$ cat config.mk
export PLATFORM = sky130hd
export DESIGN_NAME = event_write_arbiter
export DESIGN_NICKNAME = d
export VERILOG_FILES = /design/src/rtl/event_write_arbiter.sv
export SDC_FILE = /design/constraint.sdc
export NUM_CORES = 1
export LEC_CHECK = 0
export BUFFER_PORTS_ARGS = -buffer_cell sky130_fd_sc_hd__buf_2
export CAP_MARGIN = 20
export CORE_AREA = 2 2 143 145
export CTS_BUF_LIST = sky130_fd_sc_hd__clkbuf_2
export CTS_CLUSTER_DIAMETER = 200
export DETAILED_ROUTE_END_ITERATION = 12
export DIE_AREA = 0 0 145 147
export PLACE_DENSITY = 0.52
export SYNTH_ARGS = -nofsm -noshare
export SYNTH_HDL_FRONTEND = slang
export SYNTH_SLANG_ARGS = --single-unit
$ cat constraint.sdc
create_clock -name clk -period 4.8 [get_ports clk]
set_input_delay 0.96 -clock clk [delete_from_list [all_inputs] [get_ports clk]]
set_output_delay 0.96 -clock clk [all_outputs]
set_load 0.01 [all_outputs]
$ cat src/rtl/event_write_arbiter.sv
// event_write_arbiter
//   Round-robin owner of the readout FIFO write port. Each granted channel
//   produces one header word (0xE5E5, source id, global event number) and
//   then BURST_LEN data words. FIFO back-pressure is honoured word by word.
//
// Ports
//   clk         rising-edge clock
//   reset       synchronous, active-high reset
//   req_i       per-channel "complete frame buffered" request
//   src_data_i  current frame word of each channel
//   take_o      one-hot, source word consumed at this edge
//   grant_o     one-hot, registered, channel owning the port
//   done_o      one-cycle pulse, frame of that channel fully written
//   full_i      FIFO full, suppresses any write in that cycle
//   wr_en_o     FIFO write strobe
//   din_o       FIFO write data (zero when not writing)
//   evt_cnt_o   frames completed since reset (wrapping)
module event_write_arbiter #(
  parameter int N_SRC     = 4,
  parameter int BURST_LEN = 16,
  parameter int DATA_W    = 64
) (
  input  logic                           clk,
  input  logic                           reset,
  input  logic [N_SRC-1:0]               req_i,
  input  logic [N_SRC-1:0][DATA_W-1:0]   src_data_i,
  output logic [N_SRC-1:0]               take_o,
  output logic [N_SRC-1:0]               grant_o,
  output logic [N_SRC-1:0]               done_o,
  input  logic                           full_i,
  output logic                           wr_en_o,
  output logic [DATA_W-1:0]              din_o,
  output logic [31:0]                    evt_cnt_o
);

  localparam int GW = (N_SRC > 1) ? $clog2(N_SRC) : 1;
  localparam int BW = $clog2(BURST_LEN);

  typedef enum logic [1:0] {IDLE, HEADER, BURST, RELEASE} state_t;

  state_t          state;
  logic [GW-1:0]   g;
  logic [GW-1:0]   last;
  logic [BW-1:0]   beat;
  logic [31:0]     evt_cnt;
  logic [N_SRC-1:0] grant_r;

  logic [GW-1:0]   pick;
  logic            found;
  logic [GW-1:0]   j_idx;

  // Circular search starting just above the last served channel.
  always_comb begin
    pick  = last;
    found = 1'b0;
    j_idx = '0;
    for (int unsigned i = 1; i <= N_SRC; i++) begin
      j_idx = GW'((32'(last) + i) % N_SRC);
      if (!found && req_i[j_idx]) begin
        found = 1'b1;
        pick  = j_idx;
      end
    end
  end

  always_comb begin
    wr_en_o = 1'b0;
    din_o   = '0;
    take_o  = '0;
    done_o  = '0;
    case (state)
      HEADER: begin
        if (!full_i) begin
          wr_en_o = 1'b1;
          din_o   = {16'hE5E5, 8'(g), 8'd0, evt_cnt};
        end
      end
      BURST: begin
        if (!full_i) begin
          wr_en_o   = 1'b1;
          din_o     = src_data_i[g];
          take_o[g] = 1'b1;
        end
      end
      RELEASE: done_o[g] = 1'b1;
      default: ;
    endcase
  end

  always_ff @(posedge clk) begin
    if (reset) begin
      state   <= IDLE;
      grant_r <= '0;
      beat    <= '0;
      g       <= '0;
      last    <= GW'(N_SRC - 1);
      evt_cnt <= '0;
    end else begin
      case (state)
        IDLE: begin
          if (|req_i) begin
            g       <= pick;
            grant_r <= {{(N_SRC-1){1'b0}}, 1'b1} << pick;
            state   <= HEADER;
          end
        end
        HEADER: begin
          if (!full_i) begin
            beat  <= '0;
            state <= BURST;
          end
        end
        BURST: begin
          if (!full_i) begin
            beat <= beat + 1'b1;
            if (beat == BW'(BURST_LEN - 1)) state <= RELEASE;
          end
        end
        RELEASE: begin
          last    <= g;
          evt_cnt <= evt_cnt + 32'd1;
          grant_r <= '0;
          state   <= IDLE;
        end
        default: state <= IDLE;
      endcase
    end
  end

  assign grant_o   = grant_r;
  assign evt_cnt_o = evt_cnt;

endmodule

==> impl_results.md <==
- Outcome: complete, no violations
- Commonest non-fill, non-tap cells in the layout: sky130_fd_sc_hd__buf_2, sky130_fd_sc_hd__mux4_2, sky130_fd_sc_hd__dfxtp_1, sky130_fd_sc_hd__a22o_1, sky130_fd_sc_hd__nor2_1
- Sequential cell area fraction in the yosys report: 20.7%
- Setup repair after global routing missed its margin: false
- Iteration-0 DRC count of the detailed router: roughly 250
- Slew of the pin with the lowest slew margin: 1.05 ns
- Clk slew on worst S/H paths: slightly below 0.3 ns
- Wire length the detailed router placed on met1: ~8 mm
- Quantity of I/O buffers inserted on ports: roughly 370
- CTS sink cnt: 46
- CP arrival: roughly 3.0 ns
- Type of the setup path with the least slack: reg2out
- Initial standard-cell utilization of the core: between 20% and 30%
- First-pass GRT wire length: 29.9 mm
- Remaining number of nets flagged by the antenna check after routing: 0
- Number of gates resized after cts: 0
- Worst relative slew slack: between 20% and 30%
- Number of warnings reported in the yosys synthesis log: 0
- Via count normalized by instance count: 5.00
- Clock root cell: sky130_fd_sc_hd__clkbuf_2
- Chip Width: between 100 and 150 um
- Filler-free cell count of the finished design: ~1100
- Worst-Skew Late Latency: 0.48 ns
- Sort of element at the start of the critical path: flop
- Placed cell count: approximately 1000
- Number of buffers inserted during clock tree synthesis: 5
- Fin crit share: between 80% and 90%
- Floorplan core area: ~20000 um^2
- Pre-CTS worst setup slack: about 1.1 ns
- Overflow left after global routing: 0
- Flip-flop and latch count after synthesis: 46
- Average size of a mapped cell: ~10 um^2
- Global Route Usage Sum: a little under a fifth
- Leading cell type in the layout, fill and taps excluded: sky130_fd_sc_hd__buf_2
- Min-Delay Path Class: reg2reg
- Total number of vias: ~5300
- Syn_nets: 710
- Top achievable clock speed: roughly 260 MHz
- Height of the die: 147 um
- Leakage power figure: ~3.2 nW
- Period minus WS final: just under 4 ns
- Highest metal layer with signal wires: met4
- Worst IR Drop VDD: approximately 0.16 mV
- Fraction of layout instances using a drive strength above 1: between 50% and 60%
- Die area: approximately 21000 um^2
- Maximum number of pins on one net before global-route repair: between 70 and 80
- Worst setup skew after layout: between 0.04 and 0.05 ns
- Hold Slack: ~0.5 ns
- Max-cap violation count: 0
- Area overhead of the layout relative to synthesis: 47.2%
- Initial antenna violation count: 5
- Predominant post-synthesis flop cell: sky130_fd_sc_hd__dfxtp_1
- PwrDens: about 260 nW/um^2
- Number of setup buffers added after CTS: 0
- FFs w/ async S/R, synth: 0%
- Distinct cell type count after synthesis: 44
- Number of hold-slack violations in the final timing report: 0
- Endpoint type of the worst setup path: primary output
- Max-slew violation count: 0
- Worst setup slack after layout: 0.894 ns
- Standard-cell rows: 52
- Largest fanout on the critical path: 44
- Number of buffers on the longest clock path: 2
- Detailed-routed wire length on met3: 1.52 mm
- Gpl congestion: 0.928
- Final Core Density: approximately 33%
- Post-synthesis instance area: ~4500 um^2
- Clock tree from TritonCTS: done
- Cts hold-fix bufs: 0
- Final net count: 1046
- Met2 wirelength from detailed routing: a little over 10 mm
- Total wire length: 20.2 mm
- Number of global-route vias before repair: approximately 5200
- EDFF count, synth: 0
- H-tree levels: 2
- Gate count of the mapped netlist: 440
- Count of TritonRoute iterations in the first routing pass: 6
- Setup violators final: 0
- Ports: around 370
- Data required time at the worst endpoint: 3.84 ns
- HPWL Detailed: 16.1 mm
- Number of fillers in the final layout: between 2000 and 2500
- Final setup TNS: 0 ns
- Remaining routing DRC violations: 0
- DR WL/cell: about 19 um
==> cells by family (layout without fill, tap and decap cells) <==
group / after synthesis / after routing / synth area share, %
AOI/OAI and AO/OA: 94 / 94 / 15.6
xor gates and xnor gates: 11 / 11 / 2.16
adders and majority gates: 7 / 7 / 1.96
buffers and inverters: 53 / 390 / 5.22
DFF: 46 / 46 / 20.7
muxes: 73 / 73 / 34.5
other: 0 / 4 / 0
and+or+nand+nor: 156 / 156 / 19.9
==> critical path, cell delays in order (launching register included) <==
cell,delay [ns]
sky130_fd_sc_hd__dfxtp_1,0.46
sky130_fd_sc_hd__inv_1,0.11
sky130_fd_sc_hd__ha_1,0.30
sky130_fd_sc_hd__nor2b_1,0.12
sky130_fd_sc_hd__buf_4,0.22
sky130_fd_sc_hd__and2_2,0.86
sky130_fd_sc_hd__a22o_1,0.27
sky130_fd_sc_hd__buf_2,0.13
==> synth_stat cells (2+ instances only) <==
cell | n | share of area, %
sky130_fd_sc_hd__nand2b_1 | 3 | 0.42
sky130_fd_sc_hd__nor3b_1 | 4 | 0.67
sky130_fd_sc_hd__nand3_1 | 12 | 1.3
sky130_fd_sc_hd__a21oi_1 | 22 | 2.5
sky130_fd_sc_hd__or3_1 | 6 | 0.84
sky130_fd_sc_hd__and4_1 | 4 | 0.79
sky130_fd_sc_hd__nand2_1 | 18 | 1.5
sky130_fd_sc_hd__a22o_1 | 34 | 6.7
sky130_fd_sc_hd__a22oi_1 | 2 | 0.34
sky130_fd_sc_hd__nor2b_1 | 8 | 1.1
sky130_fd_sc_hd__mux4_2 | 64 | 32
sky130_fd_sc_hd__a211oi_1 | 2 | 0.34
sky130_fd_sc_hd__and3_1 | 29 | 4.1
sky130_fd_sc_hd__nor4_1 | 5 | 0.70
sky130_fd_sc_hd__buf_2 | 12 | 1.3
sky130_fd_sc_hd__ha_1 | 7 | 2.0
sky130_fd_sc_hd__or4_1 | 11 | 1.9
sky130_fd_sc_hd__xor2_1 | 8 | 1.6
sky130_fd_sc_hd__and2_1 | 5 | 0.70
sky130_fd_sc_hd__mux2i_1 | 3 | 0.67
sky130_fd_sc_hd__o31ai_1 | 11 | 1.9
sky130_fd_sc_hd__mux2_2 | 6 | 1.5
sky130_fd_sc_hd__nor2_1 | 32 | 2.7
sky130_fd_sc_hd__nand4_1 | 9 | 1.3
sky130_fd_sc_hd__o21ai_0 | 5 | 0.56
sky130_fd_sc_hd__clkbuf_1 | 28 | 2.4
sky130_fd_sc_hd__buf_6 | 2 | 0.51
sky130_fd_sc_hd__inv_1 | 7 | 0.59
sky130_fd_sc_hd__a32o_1 | 4 | 0.90
sky130_fd_sc_hd__a21o_1 | 10 | 1.7
sky130_fd_sc_hd__nor3_1 | 5 | 0.56
sky130_fd_sc_hd__dfxtp_1 | 46 | 21
sky130_fd_sc_hd__xnor2_1 | 3 | 0.59
sky130_fd_sc_hd__buf_1 | 3 | 0.25
==> registers in the layout, summed over array words and instances (netlist names) <==
register and flops:
evt_cnt_o 32, state 2, grant_o 4, beat 4, last 2, g 2
==> final timing paths <==
kind / start / end / slack [ns] / cells after the start
worst min-delay path: grant_o[1] / grant_o[1] / 0.51 / 1
worst min register to register: grant_o[1] / grant_o[1] / 0.51 / 1
worst max-delay path: state[0] / din_o[4] / 0.89 / 7
worst max register to register: state[0] / evt_cnt_o[27] / 2.13 / 5
==> area by class of cell <==
| cell class | instances | area [um^2] | share of cell area [%] |
|---|---|---|---|
| well taps | 270 | 338 | 5.15 |
| clock buffers | 5 | 25.0 | 0.381 |
| clock inverters | 3 | 28.8 | 0.438 |
| inverters | 7 | 26.3 | 0.400 |
| diodes | 4 | 10.0 | 0.152 |
| multi-input cells | 341 | 3310 | 50.4 |
| repair buffers | 375 | 1900 | 28.9 |
| flip-flops and latches | 46 | 928 | 14.1 |
==> metrics by stage <==
step | total power, mW | instance area (um^2)
2_1_floorplan | 1.22 | 4460
6_report | 1.73 | 6560
3_3_place_gp | 1.54 | 6500
5_1_grt | 1.86 | 6560
4_1_cts | 1.76 | 6550
3_5_place_dp | 1.55 | 6500
==> metal layers <==
| layer | global-route usage, % | up-vias |
|---|---|---|
| li1 | - | 2446 |
| met1 | 21.9 | 2526 |
| met2 | 32.4 | 271 |
| met3 | 4.10 | 14 |
| met4 | 5.00 | 0 |
| met5 | 0 | - |
==> report_power, final <==
group,total [mW],internal (mW),switching (mW)
Clock,0.204,0.0435,0.161
Sequential,0.555,0.413,0.142
Combinational,0.973,0.564,0.409
(Power assumes the default switching activity.)
